--- src/rtl/store_dispatch_pkg.sv ---
`default_nettype none
// ============================================================================
// store_dispatch_pkg : shared FSM type, default field layout and decode helper
// Rev 1.0
// ============================================================================
package store_dispatch_pkg;

    localparam int unsigned c_inst_w        = 128;
    localparam int unsigned c_op_w          = 3;
    localparam int unsigned c_op_store      = 1;
    localparam int unsigned c_pop_prev_bit  = 3;
    localparam int unsigned c_push_prev_bit = 5;
    localparam int unsigned c_xsize_lsb     = 80;
    localparam int unsigned c_xsize_w       = 16;
    localparam int unsigned c_depth         = 4;
    localparam int unsigned c_tok_w         = 8;

    typedef enum logic [2:0] {
        S_IDLE  = 3'd0,
        S_WAIT  = 3'd1,
        S_ISSUE = 3'd2,
        S_BUSY  = 3'd3,
        S_PUSH  = 3'd4
    } state_t;

    typedef struct packed {
        logic is_store;
        logic is_sync;
        logic illegal;
    } decode_t;

    // A store opcode with zero transfer size is a pure token synchronisation.
    function automatic decode_t decode(input logic is_op, input logic xsize_nz);
        decode_t d;
        d.is_store = is_op & xsize_nz;
        d.is_sync  = is_op & ~xsize_nz;
        d.illegal  = ~is_op;
        return d;
    endfunction

endpackage
`default_nettype wire

--- src/rtl/inst_fifo.sv ---
`default_nettype none
// ============================================================================
// inst_fifo : DEPTH x WIDTH synchronous FIFO, wrap-bit pointers, async reset
// Rev 1.0
// ============================================================================
module inst_fifo #(
    parameter int unsigned DEPTH = 4,
    parameter int unsigned WIDTH = 128
) (
    input  logic             clk,
    input  logic             rst_n,
    input  logic             i_wr_en,
    input  logic [WIDTH-1:0] i_wr_data,
    input  logic             i_rd_en,
    output logic [WIDTH-1:0] o_rd_data,
    output logic             o_full,
    output logic             o_empty
);
    localparam int unsigned c_addr_w = $clog2(DEPTH);
    localparam logic [c_addr_w:0] c_ptr_one = 1;

    logic [WIDTH-1:0]  r_mem [DEPTH];
    logic [c_addr_w:0] r_wptr;
    logic [c_addr_w:0] r_rptr;
    logic              w_wr;
    logic              w_rd;

    // Same index with opposite wrap bits means the write side lapped the read side.
    assign o_full  = (r_wptr[c_addr_w] != r_rptr[c_addr_w]) &&
                     (r_wptr[c_addr_w-1:0] == r_rptr[c_addr_w-1:0]);
    assign o_empty = (r_wptr == r_rptr);
    assign w_wr    = i_wr_en & ~o_full;
    assign w_rd    = i_rd_en & ~o_empty;

    always_ff @(posedge clk or negedge rst_n) begin
        if (!rst_n) begin
            r_wptr <= '0;
            r_rptr <= '0;
        end else begin
            if (w_wr) r_wptr <= r_wptr + c_ptr_one;
            if (w_rd) r_rptr <= r_rptr + c_ptr_one;
        end
    end

    always_ff @(posedge clk) begin
        if (w_wr) r_mem[r_wptr[c_addr_w-1:0]] <= i_wr_data;
    end

    assign o_rd_data = r_mem[r_rptr[c_addr_w-1:0]];

endmodule
`default_nettype wire

--- src/rtl/store_inst_dispatch.sv ---
`default_nettype none
// ============================================================================
// store_inst_dispatch : buffers store-queue instructions, resolves the compute
// dependency token, issues stores to the engine and returns completion tokens
// Rev 1.0
// ============================================================================
module store_inst_dispatch
    import store_dispatch_pkg::*;
#(
    parameter int unsigned INST_W        = c_inst_w,
    parameter int unsigned OP_W          = c_op_w,
    parameter int unsigned OP_STORE      = c_op_store,
    parameter int unsigned POP_PREV_BIT  = c_pop_prev_bit,
    parameter int unsigned PUSH_PREV_BIT = c_push_prev_bit,
    parameter int unsigned XSIZE_LSB     = c_xsize_lsb,
    parameter int unsigned XSIZE_W       = c_xsize_w,
    parameter int unsigned DEPTH         = c_depth,
    parameter int unsigned TOK_W         = c_tok_w
) (
    input  logic              clock,
    input  logic              reset_n,
    input  logic              inst_valid,
    output logic              inst_ready,
    input  logic [INST_W-1:0] inst_data,
    input  logic              tok_in,
    output logic              tok_out,
    output logic              st_valid,
    input  logic              st_ready,
    output logic [INST_W-1:0] st_inst,
    input  logic              st_done,
    output logic [TOK_W-1:0]  tok_count,
    output logic              idle,
    output logic              err_illegal,
    output logic              err_tok_ovf
);
    logic               w_fifo_full;
    logic               w_fifo_empty;
    logic               w_pop;
    logic [INST_W-1:0]  w_head;
    logic [OP_W-1:0]    w_op;
    logic [XSIZE_W-1:0] w_xsize;
    decode_t            w_dec;
    logic               w_pop_prev;
    logic               w_push_prev;
    logic               w_tok_avail;
    logic               w_tok_ok;
    logic               w_consume;

    state_t             r_state;
    logic               r_st_valid;
    logic               r_tok_out;
    logic               r_err_illegal;
    logic               r_err_tok_ovf;
    logic [TOK_W-1:0]   r_tok_count;

    inst_fifo #(
        .DEPTH (DEPTH),
        .WIDTH (INST_W)
    ) u_inst_fifo (
        .clk       (clock),
        .rst_n     (reset_n),
        .i_wr_en   (inst_valid),
        .i_wr_data (inst_data),
        .i_rd_en   (w_pop),
        .o_rd_data (w_head),
        .o_full    (w_fifo_full),
        .o_empty   (w_fifo_empty)
    );

    assign w_op        = w_head[OP_W-1:0];
    assign w_xsize     = w_head[XSIZE_LSB +: XSIZE_W];
    assign w_dec       = decode(w_op == OP_W'(OP_STORE), |w_xsize);
    assign w_pop_prev  = w_head[POP_PREV_BIT];
    assign w_push_prev = w_head[PUSH_PREV_BIT];

    // A token arriving this very cycle can be spent immediately.
    assign w_tok_avail = (r_tok_count != '0) | tok_in;
    assign w_tok_ok    = ~w_pop_prev | w_tok_avail;
    assign w_consume   = (r_state == S_WAIT) & w_pop_prev & w_tok_avail;
    assign w_pop       = ((r_state == S_IDLE) & ~w_fifo_empty & w_dec.illegal) |
                         (r_state == S_PUSH);

    always_ff @(posedge clock or negedge reset_n) begin
        if (!reset_n) begin
            r_state       <= S_IDLE;
            r_st_valid    <= 1'b0;
            r_tok_out     <= 1'b0;
            r_err_illegal <= 1'b0;
        end else begin
            r_tok_out <= 1'b0;
            case (r_state)
                S_IDLE: begin
                    if (!w_fifo_empty) begin
                        if (w_dec.illegal) r_err_illegal <= 1'b1;
                        else               r_state       <= S_WAIT;
                    end
                end
                S_WAIT: begin
                    if (w_tok_ok) begin
                        if (w_dec.is_sync) begin
                            r_state   <= S_PUSH;
                            r_tok_out <= w_push_prev;
                        end else if (w_dec.is_store) begin
                            r_state    <= S_ISSUE;
                            r_st_valid <= 1'b1;
                        end
                    end
                end
                S_ISSUE: begin
                    if (st_ready) begin
                        r_state    <= S_BUSY;
                        r_st_valid <= 1'b0;
                    end
                end
                S_BUSY: begin
                    if (st_done) begin
                        r_state   <= S_PUSH;
                        r_tok_out <= w_push_prev;
                    end
                end
                S_PUSH:  r_state <= S_IDLE;
                default: r_state <= S_IDLE;
            endcase
        end
    end

    always_ff @(posedge clock or negedge reset_n) begin
        if (!reset_n) begin
            r_tok_count   <= '0;
            r_err_tok_ovf <= 1'b0;
        end else if (tok_in && !w_consume) begin
            if (&r_tok_count) r_err_tok_ovf <= 1'b1;
            else              r_tok_count   <= r_tok_count + TOK_W'(1);
        end else if (w_consume && !tok_in) begin
            r_tok_count <= r_tok_count - TOK_W'(1);
        end
    end

    assign inst_ready  = ~w_fifo_full;
    assign tok_out     = r_tok_out;
    assign st_valid    = r_st_valid;
    assign st_inst     = r_st_valid ? w_head : '0;
    assign tok_count   = r_tok_count;
    assign idle        = w_fifo_empty & (r_state == S_IDLE);
    assign err_illegal = r_err_illegal;
    assign err_tok_ovf = r_err_tok_ovf;

endmodule
`default_nettype wire

--- config.mk ---
export PLATFORM = sky130hd
export DESIGN_NAME = store_inst_dispatch
export DESIGN_NICKNAME = d
export VERILOG_FILES = /design/src/rtl/store_dispatch_pkg.sv /design/src/rtl/inst_fifo.sv /design/src/rtl/store_inst_dispatch.sv
export SDC_FILE = /design/constraint.sdc
export NUM_CORES = 1
export LEC_CHECK = 0
export ABC_AREA = 0
export CORE_UTILIZATION = 50
export CTS_BUF_LIST = sky130_fd_sc_hd__clkbuf_4
export DETAILED_ROUTE_END_ITERATION = 8
export DONT_BUFFER_PORTS = 1
export PLACE_DENSITY = 0.65
export SLEW_MARGIN = 15
export SYNTH_ARGS = -nofsm -noshare
export SYNTH_HDL_FRONTEND = slang
export SYNTH_SLANG_ARGS = --single-unit
--- constraint.sdc ---
create_clock -name clock -period 6 [get_ports clock]
set_input_delay 0.6 -clock clock [delete_from_list [all_inputs] [get_ports clock]]
set_output_delay 0.6 -clock clock [all_outputs]
set_load 0.01 [all_outputs]
; ---- Yosys cells after proc, flatten, opt, wreduce, memory -nomap -nowiden
; Memories as Yosys holds them, arrays and structs flattened.
; Index checks and enable logic that the tools add are counted.
[classes]
bitwise = 17
n_reduce_logical = 16
muxes = 23
n_eq_ne = 17
addsub = 4
[ops]
columns = operator, count
row1 = 128-bit 2-to-1 mux, 1
row2 = 8-bit 2-to-1 mux, 3
row3 = 3-bit 2-to-1 mux, 7
row4 = "2-bit != test, second input constant", 8
row5 = 16-bit OR reduction, 1
row6 = 3-bit case mux with 4 select lines, 1
row7 = 1-bit bitwise AND, 9
row8 = 1-bit 2-to-1 mux, 9
row9 = 9-bit AND reduction, 1
row10 = "8-bit by 1-bit adder with 8-bit output, second input constant", 1
row11 = 8-bit AND reduction, 1
row12 = 8-bit nonzero test, 1
row13 = "8-bit by 1-bit subtractor with 8-bit output, second input constant", 1
row14 = "3-bit by 1-bit adder with 3-bit output, second input constant", 2
row15 = "3-bit by 1-bit == test with 1-bit output, second input constant", 2
row16 = "3-bit by 2-bit == test with 1-bit output, second input constant", 2
row17 = 6-bit AND reduction, 1
row18 = 1-bit inverter, 5
row19 = 5-bit AND reduction, 1
row20 = 1-bit case mux with 2 select lines, 2
row21 = 2-bit nonzero test, 2
row22 = 3-bit == test, 1
row23 = "3-bit == test, second input constant", 1
row24 = 1-bit logical AND, 3
row25 = 8 further kinds, 11
[totals]
out_inout_bits = 142
memories = 1
register_bits = 21
word_cells = 86
ram_bits = 512
[memory_table]
columns = name, depth, word_bits, rd, rd_clocked_by_memory_dff, wr, line
row1 = u_inst_fifo.r_mem, 4, 128, 1, 0, 1, inst_fifo.sv:22  ; logic [WIDTH-1:0] r_mem [DEPTH];

; ---- Logic depth before layout (Yosys ltp)
[logic_depth]
word_depth = 7
mapped_depth = 11
ltp_nobuf = 10

; ---- By module
; Synthesis repeated with hierarchy kept, for this count alone.
[hier_totals]
hier_cells = 978
hier_area_um2 = 20905.0
[by_module_without_submodules]
columns = module, cells_per_inst, area_per_inst_um2, n_inst
row1 = inst_fifo, 718, 18979.5, 1
row2 = store_inst_dispatch, 260, 1925.6, 1

; ---- Worst setup path after synthesis
; No wires, ideal clock.
[synth_path]
kind = reg2reg
startpoint = register u_inst_fifo.r_rptr[0]
endpoint = memory u_inst_fifo.r_mem[3][0], enable pin
slack_ps = 1043
required_time_ps = 5495
path_stages_with_launch = 9
n_path_buf = 4
t_arrival_ps = 4453
synth_period_minus_slack_ps = 4957
setup_ps = 505
path_cell_list = dfrtp_1 > buf_6 > buf_12 > buf_4 > buf_2 > xor2_1 > nor2_1 > nand2_1 > and3_1
[synth_between]
elab_chain_len = 6
[synth_lines]
columns = item, line
row1 = from (decl), inst_fifo.sv:24  ; logic [c_addr_w:0] r_rptr;
row2 = from (signal assigned), inst_fifo.sv:41  ; if (w_rd) r_rptr <= r_rptr + c_ptr_one;
row3 = 2-bit == test, inst_fifo.sv:30  ; (r_wptr[c_addr_w-1:0] == r_rptr[c_addr_w-1:0]);
row4 = 1-bit logical AND, inst_fifo.sv:29  ; assign o_full = (r_wptr[c_addr_w] != r_rptr[c_addr_w]) &&
row5 = 1-bit inverter, --
row6 = via inst_ready, store_inst_dispatch.sv:23  ; output logic inst_ready,
row7 = 1-bit bitwise AND, inst_fifo.sv:32  ; assign w_wr = i_wr_en & ~o_full;
row8 = 1-bit 2-to-1 mux, inst_fifo.sv:46  ; if (w_wr) r_mem[r_wptr[c_addr_w-1:0]] <= i_wr_data;
row9 = 1-bit 2-to-1 mux (implied by the code), inst_fifo.sv:46
row10 = to (decl), inst_fifo.sv:22
; The timed path passes the listed nets, and every way through them passes these cells.

; ---- Worst setup path in the final report
[layout_path]
startpoint = register u_inst_fifo.r_rptr[0]
endpoint = output st_inst[99]
[layout_between]
elab_chain_len = 2
[layout_lines]
columns = item, line
row1 = memory 4 x 128 bit, --
row2 = 128-bit 2-to-1 mux, store_inst_dispatch.sv:142  ; assign st_inst = r_st_valid ? w_head : '0;
row3 = to (decl), store_inst_dispatch.sv:29  ; output logic [INST_W-1:0] st_inst,
; Every way passes these cells.

==> run metrics <==
run status=finished clean; crit share post-route=0.7032; Die X=205.0 microns; Post-Route WL=40.31 mm; most common cell after layout, fill and taps aside=edfxtp_1; synth top area cells=edfxtp_1 (75%), mux4_2 (14%), and2_1 (4.0%), dfrtp_1 (2.6%), ha_1 (0.67%); Final Hold Fails=0; worst-path maximum fanout=43; syn_nets=1089; routed len/inst=22.31 microns; setup TNS=0 ns; final worst setup slack=1.781 ns; YS warnings=0; synthesized flop and latch total=533; Reg area=15910 sq um; DRC viols=0; Num CTS Buffers=139; Seq/Total Area, Yosys=0.7716; final setup violation count=0; Final Total Pwr=12.08 mW; Worst EP arrival=3.62 ns; Setup WS pre-CTS=2.479 ns; CTS root buffer=clkbuf_4; gp weighted congestion=0.8045; CP Class=flop to output port; Slew HR=0.3284; Pins Over Slew Limit=0; first-pass GRT wire length=60.81 mm; Initial Util=0.5058; Worst Setup End Kind=output port; Clock Sinks=533; core area=40740 sq um; Max-Cap Viols=0; Layout area overhead=17.77%; mean post-synth cell area=21.85 sq um; maximum buffer depth of the clock tree=3; Unique masters post-synth=46; drt via density=5.505; vias=9948; maximum clock frequency=237.0 MHz; I/O pins=276; all-layer global routing usage=0.1945; Worst EP required=5.40 ns; Syn Inst Count=943; CTS tree=done; Clock Pin Slew Worst Setup and Hold Paths=0.07 ns; HPWL Detailed=22.62 mm; top cell type's share of synthesized area=0.7461; postcts setup bufs=0; gr ovfl total=0; leakage power=8.054 nW; Hold Path Class=input pin to flop; Cell Area, Synth=20610 sq um; Slew @ Worst Pin=1.007 ns; vias in the first global route=10850; pwr dens=497.9 nW/um^2; Antenna Nets Post-Route=0; ratio of cells with drive above 1 in the final layout=0.2850; RSZ-0062 raised after global routing=false; commonest non-fill, non-tap cells in the layout=edfxtp_1 (512), clkbuf_4 (196), and2_1 (131), dlygate4sd3_1 (131), mux4_2 (126); fillcell total=2927; # H-tree levels=4; Layout Nets=1329; Setup crit start kind=flop; worst skew pair latency=0.82 ns; number of detailed-route iterations in the first pass=5; FP Rows=74; Die Y=205.0 microns; DR iter-0 viols=625; largest net degree at the start of global routing=80; VDD IR-drop max=0.3238 mV; Buffers on Ports=0; die area=42030 sq um; initial antenna violation count=5; Final Skew=0.04041 ns; multi-input logic area=4481 sq um; leading area contributor after synthesis=edfxtp_1; fin crit period=4.219 ns
## layer usage
metal	GRT usage	wire length [microns]	up-vias
met5	0	0	-
met4	0.06561	533	0
met3	0.07413	3025	44
met2	0.3174	20460	325
met1	0.2383	16290	5155
li1	-	-	4424
## critical path, stage by stage, from the launching register on
cell and delay, ns:
dfrtp_4 0.69, buf_4 0.49, buf_4 0.76, mux4_2 0.61, and2_1 0.23
## where the power goes
group	switching (mW)	internal, mW	leakage (nW)
Combinational	2.13	1.57	2.10
Clock	1.37	1.66	1.02
Sequential	0.322	5.02	4.93
## cell usage after synthesis, drive strengths merged
cell    number
edfxtp     512
and2       131
mux4       128
clkbuf      24
buf         21
dfrtp       21
nor2        13
ha          11
xor2         9
a21oi        8
inv          7
nand2        6
xnor2        6
and3         4
nand4        4
o21ai        4
mux2         3
nand3        3
nor3         3
nor4         3
a21o         2
o211ai       2
o31ai        2
o41ai        2
or4          2
a211oi       1
a311o        1
a31o         1
and4b        1
fa           1
mux2i        1
nand2b       1
nor2b        1
o21bai       1
o22ai        1
o31a         1
or3b         1
## repair_timing
action,CTS,global route
hold buffers,131,0
hold endpoints to repair,536,0
resized for setup,0,0
## layout make-up
| type | instances | share of cell area |
|---|---|---|
| flip-flops and latches | 533 | 0.6557 |
| inverters | 7 | 0.001083 |
| clock buffers | 196 | 0.06063 |
| well taps | 532 | 0.02743 |
| diodes | 5 | 0.0005156 |
| clock inverters | 32 | 0.009899 |
| multi-input cells | 358 | 0.1846 |
| repair buffers | 144 | 0.06012 |
## cells by family (layout without fill, tap and decap cells)
logic type	Yosys count	in the layout	share of synthesized area
muxes	132	132	0.1424
AOI/OAI and AO/OA	26	26	0.009109
buffers and inverters	52	379	0.01190
xor gates and xnor gates	15	15	0.006376
and+or+nand+nor	173	173	0.05094
DFF	533	533	0.7716
adders and majority gates	12	12	0.007651
other	0	5	0
## metrics by stage
step,hold WS (ns),cell area [sq um],utilization,cells
after floorplan,0.3044,20610,-,943
after global placement,0.3049,21230,0.5212,1443
after detailed placement,0.3052,21230,0.5212,1443
after CTS,0.08759,24250,0.5954,1802
after global routing,0.1105,24270,0.5957,1807
final,0.1767,24270,0.5957,1807
## state kept, by name (all words and copies together) (netlist names)
signal	count
st_valid	1
err_illegal	1
tok_count	8
u_inst_fifo.r_mem	512
err_tok_ovf	1
u_inst_fifo.r_wptr	3
tok_out	1
u_inst_fifo.r_rptr	3
r_state	3
## path summary, 6_finish.rpt
path,start,slack [ns],depth (start not counted),endpoint
min in group asynchronous,reset_n,0.42,1,err_illegal$_DFFE_PN0P_
worst min register to register,u_inst_fifo.r_wptr[2]$_DFFE_PN0P_,0.49,1,u_inst_fifo.r_wptr[2]$_DFFE_PN0P_
worst max register to register,u_inst_fifo.r_rptr[0]$_DFFE_PN0P_,2.51,10,tok_count[7]$_DFFE_PN0P_
worst min-delay path,tok_in,0.18,3,tok_count[7]$_DFFE_PN0P_
max in group asynchronous,reset_n,4.85,1,u_inst_fifo.r_rptr[0]$_DFFE_PN0P_
worst max-delay path,u_inst_fifo.r_rptr[0]$_DFFE_PN0P_,1.78,4,st_inst[99]
Power figures use the tool's default switching activity.
